## src/rtl/lsu_mem_stage.sv

```systemverilog
// MEM-stage load/store unit: drives a req/ack data bus with byte enables,
// lane-aligns store and load data, flags illegal/misaligned accesses and
// turns bus errors or timeouts into access faults. Stalls upstream while
// a bus transaction is outstanding.
module lsu_mem_stage #(
  parameter int unsigned XLEN        = 32,
  parameter int unsigned ADDR_W      = 32,
  parameter int unsigned TIMEOUT_CYC = 255
) (
  input  logic                clk,
  input  logic                rst_n,
  input  logic                in_valid,
  input  logic [4:0]          in_mem_command,
  input  logic [4:0]          in_reg_d,
  input  logic [XLEN-1:0]     in_alu_out,
  input  logic [XLEN-1:0]     in_mem_write_data,
  input  logic [XLEN-1:0]     in_now_pc,
  output logic                stall,
  output logic                bus_req,
  output logic                bus_we,
  output logic [ADDR_W-1:0]   bus_addr,
  output logic [XLEN/8-1:0]   bus_be,
  output logic [XLEN-1:0]     bus_wdata,
  input  logic                bus_ack,
  input  logic                bus_err,
  input  logic [XLEN-1:0]     bus_rdata,
  output logic                out_valid,
  output logic [XLEN-1:0]     out_wb_data,
  output logic [4:0]          out_reg_d,
  output logic [XLEN-1:0]     out_now_pc,
  output logic                out_exc,
  output logic [3:0]          out_exc_cause,
  output logic [XLEN-1:0]     out_exc_tval
);

  localparam int unsigned NB   = XLEN / 8;
  localparam int unsigned OFS  = $clog2(NB);
  localparam int unsigned CntW = (TIMEOUT_CYC > 0) ? $clog2(TIMEOUT_CYC + 1) : 1;
  localparam int unsigned MinW = (ADDR_W < XLEN) ? ADDR_W : XLEN;

  localparam logic [3:0] CauseIllegal  = 4'd2;
  localparam logic [3:0] CauseLdAlign  = 4'd4;
  localparam logic [3:0] CauseLdFault  = 4'd5;
  localparam logic [3:0] CauseStAlign  = 4'd6;
  localparam logic [3:0] CauseStFault  = 4'd7;

  typedef enum logic [0:0] {StIdle, StWait} state_e;

  state_e            state_q, state_d;
  logic [CntW-1:0]   cnt_q, cnt_d;

  // Command captured at issue, used while waiting on the bus
  logic              is_st_q, is_st_d;
  logic [2:0]        f3_q, f3_d;
  logic [OFS-1:0]    off_q, off_d;
  logic [XLEN-1:0]   addr_q, addr_d;
  logic [4:0]        rd_q, rd_d;
  logic [XLEN-1:0]   pc_q, pc_d;

  logic              bus_req_q, bus_req_d;
  logic              bus_we_q, bus_we_d;
  logic [ADDR_W-1:0] bus_addr_q, bus_addr_d;
  logic [NB-1:0]     bus_be_q, bus_be_d;
  logic [XLEN-1:0]   bus_wdata_q, bus_wdata_d;

  logic              out_valid_q, out_valid_d;
  logic [XLEN-1:0]   out_wb_data_q, out_wb_data_d;
  logic [4:0]        out_reg_d_q, out_reg_d_d;
  logic [XLEN-1:0]   out_now_pc_q, out_now_pc_d;
  logic              out_exc_q, out_exc_d;
  logic [3:0]        out_cause_q, out_cause_d;
  logic [XLEN-1:0]   out_tval_q, out_tval_d;

  logic              is_access, is_wr;
  logic [2:0]        f3;
  logic [OFS-1:0]    in_off;
  logic              legal, aligned, timeout, fault;
  logic [NB-1:0]     sz_mask, be_new;
  logic [XLEN-1:0]   wdata_new;
  logic [ADDR_W-1:0] addr_new;
  logic [XLEN-1:0]   rd_sh, ld_mask, load_data;
  logic              ld_sign;

  assign is_access = in_mem_command[0];
  assign is_wr     = in_mem_command[1];
  assign f3        = in_mem_command[4:2];
  assign in_off    = in_alu_out[OFS-1:0];

  // Legal funct3 encodings; doubleword forms exist only on a 64-bit datapath
  always_comb begin
    legal = 1'b0;
    if (is_wr) begin
      case (f3)
        3'b000, 3'b001, 3'b010: legal = 1'b1;
        3'b011:                 legal = (XLEN == 64);
        default:                legal = 1'b0;
      endcase
    end else begin
      case (f3)
        3'b000, 3'b001, 3'b010, 3'b100, 3'b101: legal = 1'b1;
        3'b011, 3'b110:                         legal = (XLEN == 64);
        default:                                legal = 1'b0;
      endcase
    end
  end

  // Natural alignment check on the byte offset within the bus word
  always_comb begin
    case (f3[1:0])
      2'd0:    aligned = 1'b1;
      2'd1:    aligned = ~in_off[0];
      2'd2:    aligned = ~|in_off[1:0];
      default: aligned = ~|in_off;
    endcase
  end

  // Store lane placement: enables and data shifted to the addressed byte
  always_comb begin
    case (f3[1:0])
      2'd0:    sz_mask = NB'(8'h01);
      2'd1:    sz_mask = NB'(8'h03);
      2'd2:    sz_mask = NB'(8'h0F);
      default: sz_mask = NB'(8'hFF);
    endcase
    be_new    = sz_mask << in_off;
    wdata_new = in_mem_write_data << {in_off, 3'b000};
  end

  // Word-aligned bus address, zero-extended or truncated to ADDR_W
  always_comb begin
    addr_new = '0;
    for (int i = int'(OFS); i < int'(MinW); i++) begin
      addr_new[i] = in_alu_out[i];
    end
  end

  // Load extraction: shift the addressed lane down, then sign/zero extend
  always_comb begin
    rd_sh = bus_rdata >> {off_q, 3'b000};
    case (f3_q[1:0])
      2'd0: begin
        ld_mask = XLEN'(64'hFF);
        ld_sign = rd_sh[7];
      end
      2'd1: begin
        ld_mask = XLEN'(64'hFFFF);
        ld_sign = rd_sh[15];
      end
      2'd2: begin
        ld_mask = XLEN'(64'hFFFF_FFFF);
        ld_sign = rd_sh[31];
      end
      default: begin
        ld_mask = '1;
        ld_sign = 1'b0;
      end
    endcase
    ld_sign   = ld_sign & ~f3_q[2];
    load_data = (rd_sh & ld_mask) | (ld_sign ? ~ld_mask : '0);
  end

  assign timeout = (state_q == StWait) && (TIMEOUT_CYC != 0) &&
                   (cnt_q == CntW'(TIMEOUT_CYC));
  assign fault   = bus_err | timeout;

  assign stall = ((state_q == StIdle) & in_valid & is_access & legal & aligned) |
                 ((state_q == StWait) & ~bus_ack & ~bus_err & ~timeout);

  // Next-state logic for the FSM, bus outputs and retirement registers
  always_comb begin
    state_d       = state_q;
    cnt_d         = cnt_q;
    is_st_d       = is_st_q;
    f3_d          = f3_q;
    off_d         = off_q;
    addr_d        = addr_q;
    rd_d          = rd_q;
    pc_d          = pc_q;
    bus_req_d     = bus_req_q;
    bus_we_d      = bus_we_q;
    bus_addr_d    = bus_addr_q;
    bus_be_d      = bus_be_q;
    bus_wdata_d   = bus_wdata_q;
    out_valid_d   = 1'b0;
    out_wb_data_d = out_wb_data_q;
    out_reg_d_d   = out_reg_d_q;
    out_now_pc_d  = out_now_pc_q;
    out_exc_d     = out_exc_q;
    out_cause_d   = out_cause_q;
    out_tval_d    = out_tval_q;

    unique case (state_q)
      StIdle: begin
        if (in_valid) begin
          if (!is_access) begin
            out_valid_d   = 1'b1;
            out_wb_data_d = in_alu_out;
            out_reg_d_d   = in_reg_d;
            out_now_pc_d  = in_now_pc;
            out_exc_d     = 1'b0;
            out_cause_d   = '0;
            out_tval_d    = '0;
          end else begin
            is_st_d = is_wr;
            f3_d    = f3;
            off_d   = in_off;
            addr_d  = in_alu_out;
            rd_d    = in_reg_d;
            pc_d    = in_now_pc;
            if (!legal || !aligned) begin
              out_valid_d   = 1'b1;
              out_wb_data_d = '0;
              out_reg_d_d   = in_reg_d;
              out_now_pc_d  = in_now_pc;
              out_exc_d     = 1'b1;
              if (!legal) begin
                out_cause_d = CauseIllegal;
                out_tval_d  = '0;
              end else begin
                out_cause_d = is_wr ? CauseStAlign : CauseLdAlign;
                out_tval_d  = in_alu_out;
              end
            end else begin
              state_d     = StWait;
              cnt_d       = '0;
              bus_req_d   = 1'b1;
              bus_we_d    = is_wr;
              bus_addr_d  = addr_new;
              bus_be_d    = is_wr ? be_new : '0;
              bus_wdata_d = is_wr ? wdata_new : '0;
            end
          end
        end
      end
      StWait: begin
        if (fault || bus_ack) begin
          state_d      = StIdle;
          cnt_d        = '0;
          bus_req_d    = 1'b0;
          bus_we_d     = 1'b0;
          bus_addr_d   = '0;
          bus_be_d     = '0;
          bus_wdata_d  = '0;
          out_valid_d  = 1'b1;
          out_reg_d_d  = rd_q;
          out_now_pc_d = pc_q;
          if (fault) begin
            out_wb_data_d = '0;
            out_exc_d     = 1'b1;
            out_cause_d   = is_st_q ? CauseStFault : CauseLdFault;
            out_tval_d    = addr_q;
          end else begin
            out_wb_data_d = is_st_q ? addr_q : load_data;
            out_exc_d     = 1'b0;
            out_cause_d   = '0;
            out_tval_d    = '0;
          end
        end else begin
          cnt_d = cnt_q + 1'b1;
        end
      end
      default: state_d = StIdle;
    endcase
  end

  // State and registered outputs; reset clears everything immediately
  always_ff @(posedge clk or negedge rst_n) begin
    if (!rst_n) begin
      state_q       <= StIdle;
      cnt_q         <= '0;
      is_st_q       <= 1'b0;
      f3_q          <= '0;
      off_q         <= '0;
      addr_q        <= '0;
      rd_q          <= '0;
      pc_q          <= '0;
      bus_req_q     <= 1'b0;
      bus_we_q      <= 1'b0;
      bus_addr_q    <= '0;
      bus_be_q      <= '0;
      bus_wdata_q   <= '0;
      out_valid_q   <= 1'b0;
      out_wb_data_q <= '0;
      out_reg_d_q   <= '0;
      out_now_pc_q  <= '0;
      out_exc_q     <= 1'b0;
      out_cause_q   <= '0;
      out_tval_q    <= '0;
    end else begin
      state_q       <= state_d;
      cnt_q         <= cnt_d;
      is_st_q       <= is_st_d;
      f3_q          <= f3_d;
      off_q         <= off_d;
      addr_q        <= addr_d;
      rd_q          <= rd_d;
      pc_q          <= pc_d;
      bus_req_q     <= bus_req_d;
      bus_we_q      <= bus_we_d;
      bus_addr_q    <= bus_addr_d;
      bus_be_q      <= bus_be_d;
      bus_wdata_q   <= bus_wdata_d;
      out_valid_q   <= out_valid_d;
      out_wb_data_q <= out_wb_data_d;
      out_reg_d_q   <= out_reg_d_d;
      out_now_pc_q  <= out_now_pc_d;
      out_exc_q     <= out_exc_d;
      out_cause_q   <= out_cause_d;
      out_tval_q    <= out_tval_d;
    end
  end

  assign bus_req       = bus_req_q;
  assign bus_we        = bus_we_q;
  assign bus_addr      = bus_addr_q;
  assign bus_be        = bus_be_q;
  assign bus_wdata     = bus_wdata_q;
  assign out_valid     = out_valid_q;
  assign out_wb_data   = out_wb_data_q;
  assign out_reg_d     = out_reg_d_q;
  assign out_now_pc    = out_now_pc_q;
  assign out_exc       = out_exc_q;
  assign out_exc_cause = out_cause_q;
  assign out_exc_tval  = out_tval_q;

endmodule

```

## config.mk

```make
export PLATFORM = sky130hd
export DESIGN_NAME = lsu_mem_stage
export DESIGN_NICKNAME = d
export VERILOG_FILES = /design/src/rtl/lsu_mem_stage.sv
export SDC_FILE = /design/constraint.sdc
export NUM_CORES = 1
export LEC_CHECK = 0
export CAP_MARGIN = 20
export CORE_MARGIN = 3
export CORE_UTILIZATION = 53
export CTS_CLUSTER_SIZE = 20
export DETAILED_ROUTE_END_ITERATION = 12
export GPL_TIMING_DRIVEN = 1
export PLACE_DENSITY_LB_ADDON = 0.3
export SYNTH_ARGS = -nofsm -noshare
export SYNTH_HDL_FRONTEND = slang
export SYNTH_SLANG_ARGS = --single-unit
```

## constraint.sdc

```tcl
create_clock -name clk -period 4.4 [get_ports clk]
set_input_delay 0.44 -clock clk [delete_from_list [all_inputs] [get_ports clk]]
set_output_delay 0.44 -clock clk [all_outputs]
set_load 0.01 [all_outputs]
```

==> results.json <==
{
  "status": "complete, no violations",
  "synth_unique_cells": 68,
  "comb_power_share_pct": 24.5,
  "drtAntennaViolNets": 0,
  "layout_worst_path_cycle_share_pct": 80.4,
  "dr_total_vias": 10200,
  "slew_viol_final": 0,
  "synth_edf_count": 0,
  "fin_setup_tns_ps": 0,
  "dieArea_um2": 25400,
  "worst_slack_at_placement_ps": 1030,
  "rrSetupSlack_ps": 1390,
  "ys_async_sr_fraction_pct": 100,
  "layout-drive-gt1-share_pct": 21.7,
  "synthesis.instances": 1023,
  "p_clk_share_pct": 34.7,
  "critPathMostFrequentCell": "sky130_fd_sc_hd__nand2_1",
  "synth-seq-area-share_pct": 51.4,
  "path_delay_family": "simple AND/OR/NAND/NOR gates",
  "path_cells": "nor2b_1 -> o221a_2 -> nand2_1 -> nand2_1 -> clkdlybuf4s50_1",
  "clock_insertion_delay_worst_skew_ps": 550,
  "pwr-share-seq_pct": 40.8,
  "vias_per_cell": 6.29,
  "core_footprint_um2": 22800,
  "post_cts.resized_instances": 0,
  "cts_hold_buf": 1,
  "yosys_most_used_dff": "sky130_fd_sc_hd__dfrtp_1",
  "timing.hold.worst.class": "reg2reg",
  "crit_path_max_fanout": 33,
  "antenna_found_initial": 0,
  "fmax_mhz": 283,
  "syn2layout_area_growth_pct": 35.4,
  "layout.cells.most_common": "sky130_fd_sc_hd__clkdlybuf4s50_1",
  "rsz0062_at_grt": "no",
  "synth.yosys.warnings": 0,
  "cellInternalPower_mw": 5.21,
  "leakage_nw": 7.17,
  "num-nets-final": 1441,
  "place.gp.congestion": 0.898,
  "routed_length_per_placed_instance_um": 23.4,
  "drt_first_iter_violations": 1025,
  "clockRootBuffer": "sky130_fd_sc_hd__clkbuf_16",
  "tritoncts": "yes",
  "vdd.ir_drop.worst_v": 0.000357,
  "row_count": 55,
  "mostFrequentLayoutCells": "316 x sky130_fd_sc_hd__clkdlybuf4s50_1, 255 x sky130_fd_sc_hd__dfrtp_1, 161 x sky130_fd_sc_hd__mux2_2",
  "power-per-cell-area_nw_per_um2": 427,
  "nature_of_the_critical_path_startpoint": "register",
  "crit_arrival_ps": 3100,
  "hold_viol": 0,
  "grt_pass1_vias": 10400,
  "die_height_um": 159,
  "layout.filler_cells": 1597,
  "finalHoldWorstSlack_ps": 485,
  "clock_sink_count": 256,
  "crit-reg2reg-launch": "state_q$_DFF_PN0_",
  "grt.total_usage_pct": 29.1,
  "die_width_um": 159,
  "grt_pass1_wl_mm": 59.9,
  "multi_input_area_um2": 5630,
  "overflow": 0,
  "cp_num_buf_inv": 1,
  "mappedNetlistArea_um2": 12500,
  "final.setup_skew_ps": 15.4,
  "placed_cells": 1576,
  "post_cts_buffers": 0,
  "route.detailed.drc": 0,
  "worstReg2RegEnd": "out_exc_tval[10]$_DFFE_PN0P_",
  "hold-path-endpoint": "bus_addr[10]$_DFFE_PN0P_",
  "max_stage_delay_ps": 650,
  "routed_wl_mm": 38.2,
  "timing.final.crit_period_ps": 3540,
  "boundaryPins": 321,
  "effective_utilization_at_floorplan_pct": 54.5,
  "antenna_diodes": 0,
  "worst_slew_pin_slew_ps": 1100,
  "clock_tree.buffer_depth": 3,
  "cts.reportedPaths.clkPinSlew_ps": 70,
  "report.final.setup_viol": 0,
  "layout_cells_excl_fill": 1629,
  "max-slew-margin-rel_pct": 26.9,
  "timing.critical_path.slowest_stage_cell": "sky130_fd_sc_hd__dfrtp_4",
  "drtPass1Iterations": 6,
  "htree_num_levels": 1,
  "drv_cap": 0,
  "min_path_cells": 1,
  "worst_setup_path_startpoint": "state_q$_DFF_PN0_",
  "pin_count_of_the_biggest_net_entering_global_routing": 117,
  "estimated_wirelength_of_the_detail_placed_design_mm": 25.2,
  "power_switching_share_pct": 27.6,
  "worstSetupPathType": "reg2out",
  "synth-seq-cells": 256,
  "placed_cell_area_um2": 15800,
  "critPathCaptureType": "output port",
  "final-seq-area_um2": 6410,
  "timing.final.ws_setup_ps": 861,
  "tritoncts.num_buffers": 29,
  "portBuffers": 317,
  "switchingPower_mw": 1.98,
  "post-route-cell-area_um2": 16900,
  "ff2ff_path_depth": 6,
  "syn_avg_cell_area_um2": 12.2,
  "critPathRequiredTime_ps": 3960,
  "worstHoldStart": "bus_addr[10]$_DFFE_PN0P_"
}
## routing by layer
metal / track usage [%] / part of all wire [%] / vias up
met3: 7.23 / 8.7 / 108
li1: - / - / 4473
met2: 47.1 / 48 / 540
met4: 10.9 / 4.3 / 0
met5: 0 / 0 / -
met1: 38.4 / 39 / 5122
## stage by stage
step | utilization [%] | total power, mW
3_5_place_dp | 69.2 | 4.71
4_1_cts | 73.6 | 7.22
2_1_floorplan | - | 3.78
3_3_place_gp | 69.2 | 4.66
6_report | 73.8 | 7.19
5_1_grt | 73.8 | 7.47
## logic make-up after synthesis
family / Yosys count / share of synthesized area (%)
AOI/OAI and AO/OA: 294 / 19.1
DFF: 256 / 51.4
muxes: 192 / 17.8
and+or+nand+nor: 170 / 7.72
buffers and inverters: 108 / 3.78
adders and majority gates: 1 / 0.100
other: 1 / 0.0301
xor gates and xnor gates: 1 / 0.0704
## worst max path at each step
stage | depth (start not counted) | end
detailed placement | 8 | out_now_pc[31]$_DFFE_PN0P_
global route | 5 | stall
CTS | 5 | stall
global placement | 8 | out_now_pc[18]$_DFFE_PN0P_
finish | 5 | stall
floorplan | 7 | stall
## cell type report
class	instances	area share (%)
Timing Repair Buffer	341	20.3
Clock buffer	44	5.17
Sequential cell	256	38.0
Clock inverter	6	0.646
Inverter	8	0.178
Multi-Input combinational cell	661	33.4
Tap cell	313	2.32
## state kept, by name, indices dropped and copies added, names as in the netlist
register / count
bus_wdata: 32
out_exc_cause: 3
state_q: 1
out_reg_d: 5
out_exc: 1
f3_q: 3
bus_req: 1
off_q: 1
out_wb_data: 32
out_exc_tval: 32
is_st_q: 1
bus_be: 4
bus_addr: 30
out_now_pc: 32
rd_q: 5
out_valid: 1
pc_q: 32
addr_q: 31
cnt_q: 8
bus_we: 1
## cell usage after synthesis, types with 3 or more instances
master                       n  area [µm²]
sky130_fd_sc_hd__dfrtp_1   256        6410
sky130_fd_sc_hd__mux2_2    161        1810
sky130_fd_sc_hd__clkbuf_1   63         236
sky130_fd_sc_hd__nand2_1    44         165
sky130_fd_sc_hd__a22o_1     39         342
sky130_fd_sc_hd__and3_1     34         213
sky130_fd_sc_hd__a221o_1    33         330
sky130_fd_sc_hd__nand3_1    33         165
sky130_fd_sc_hd__o31ai_1    32         240
sky130_fd_sc_hd__a21bo_2    29         290
sky130_fd_sc_hd__a31oi_1    28         175
sky130_fd_sc_hd__a21oi_1    26         130
sky130_fd_sc_hd__buf_2      22         110
sky130_fd_sc_hd__mux2i_1    20         200
sky130_fd_sc_hd__o21ai_0    16        80.1
sky130_fd_sc_hd__nor2b_1    13        81.3
sky130_fd_sc_hd__a211o_1    10        87.6
sky130_fd_sc_hd__a32o_1     10         100
sky130_fd_sc_hd__nand3b_1    9        67.6
sky130_fd_sc_hd__o211ai_1    9        67.6
sky130_fd_sc_hd__a21boi_0    8        60.1
sky130_fd_sc_hd__a221oi_1    8        70.1
sky130_fd_sc_hd__a222oi_1    8        80.1
sky130_fd_sc_hd__buf_1       8        30.0
sky130_fd_sc_hd__nand4_1     8        50.1
sky130_fd_sc_hd__a21o_1      7        52.6
sky130_fd_sc_hd__a22oi_1     7        52.6
sky130_fd_sc_hd__a32oi_1     7        61.3
sky130_fd_sc_hd__mux4_2      7         158
sky130_fd_sc_hd__inv_1       6        22.5
sky130_fd_sc_hd__nor2_1      6        22.5
sky130_fd_sc_hd__buf_4       4        30.0
sky130_fd_sc_hd__mux2_1      4        45.0
sky130_fd_sc_hd__nand2b_1    4        25.0
sky130_fd_sc_hd__buf_6       3        33.8
sky130_fd_sc_hd__o22ai_1     3        18.8
## power by group through the flow
| stage | Sequential, mW | Clock [mW] | Combinational (mW) |
|---|---|---|---|
| finish | 2.94 | 2.49 | 1.76 |
| global route | 2.98 | 2.62 | 1.88 |
| floorplan | 3.02 | 0 | 0.763 |
| CTS | 2.93 | 2.52 | 1.77 |
| global placement | 2.95 | 0 | 1.71 |
| detailed placement | 2.96 | 0 | 1.75 |
Power figures use the tool's default switching activity.
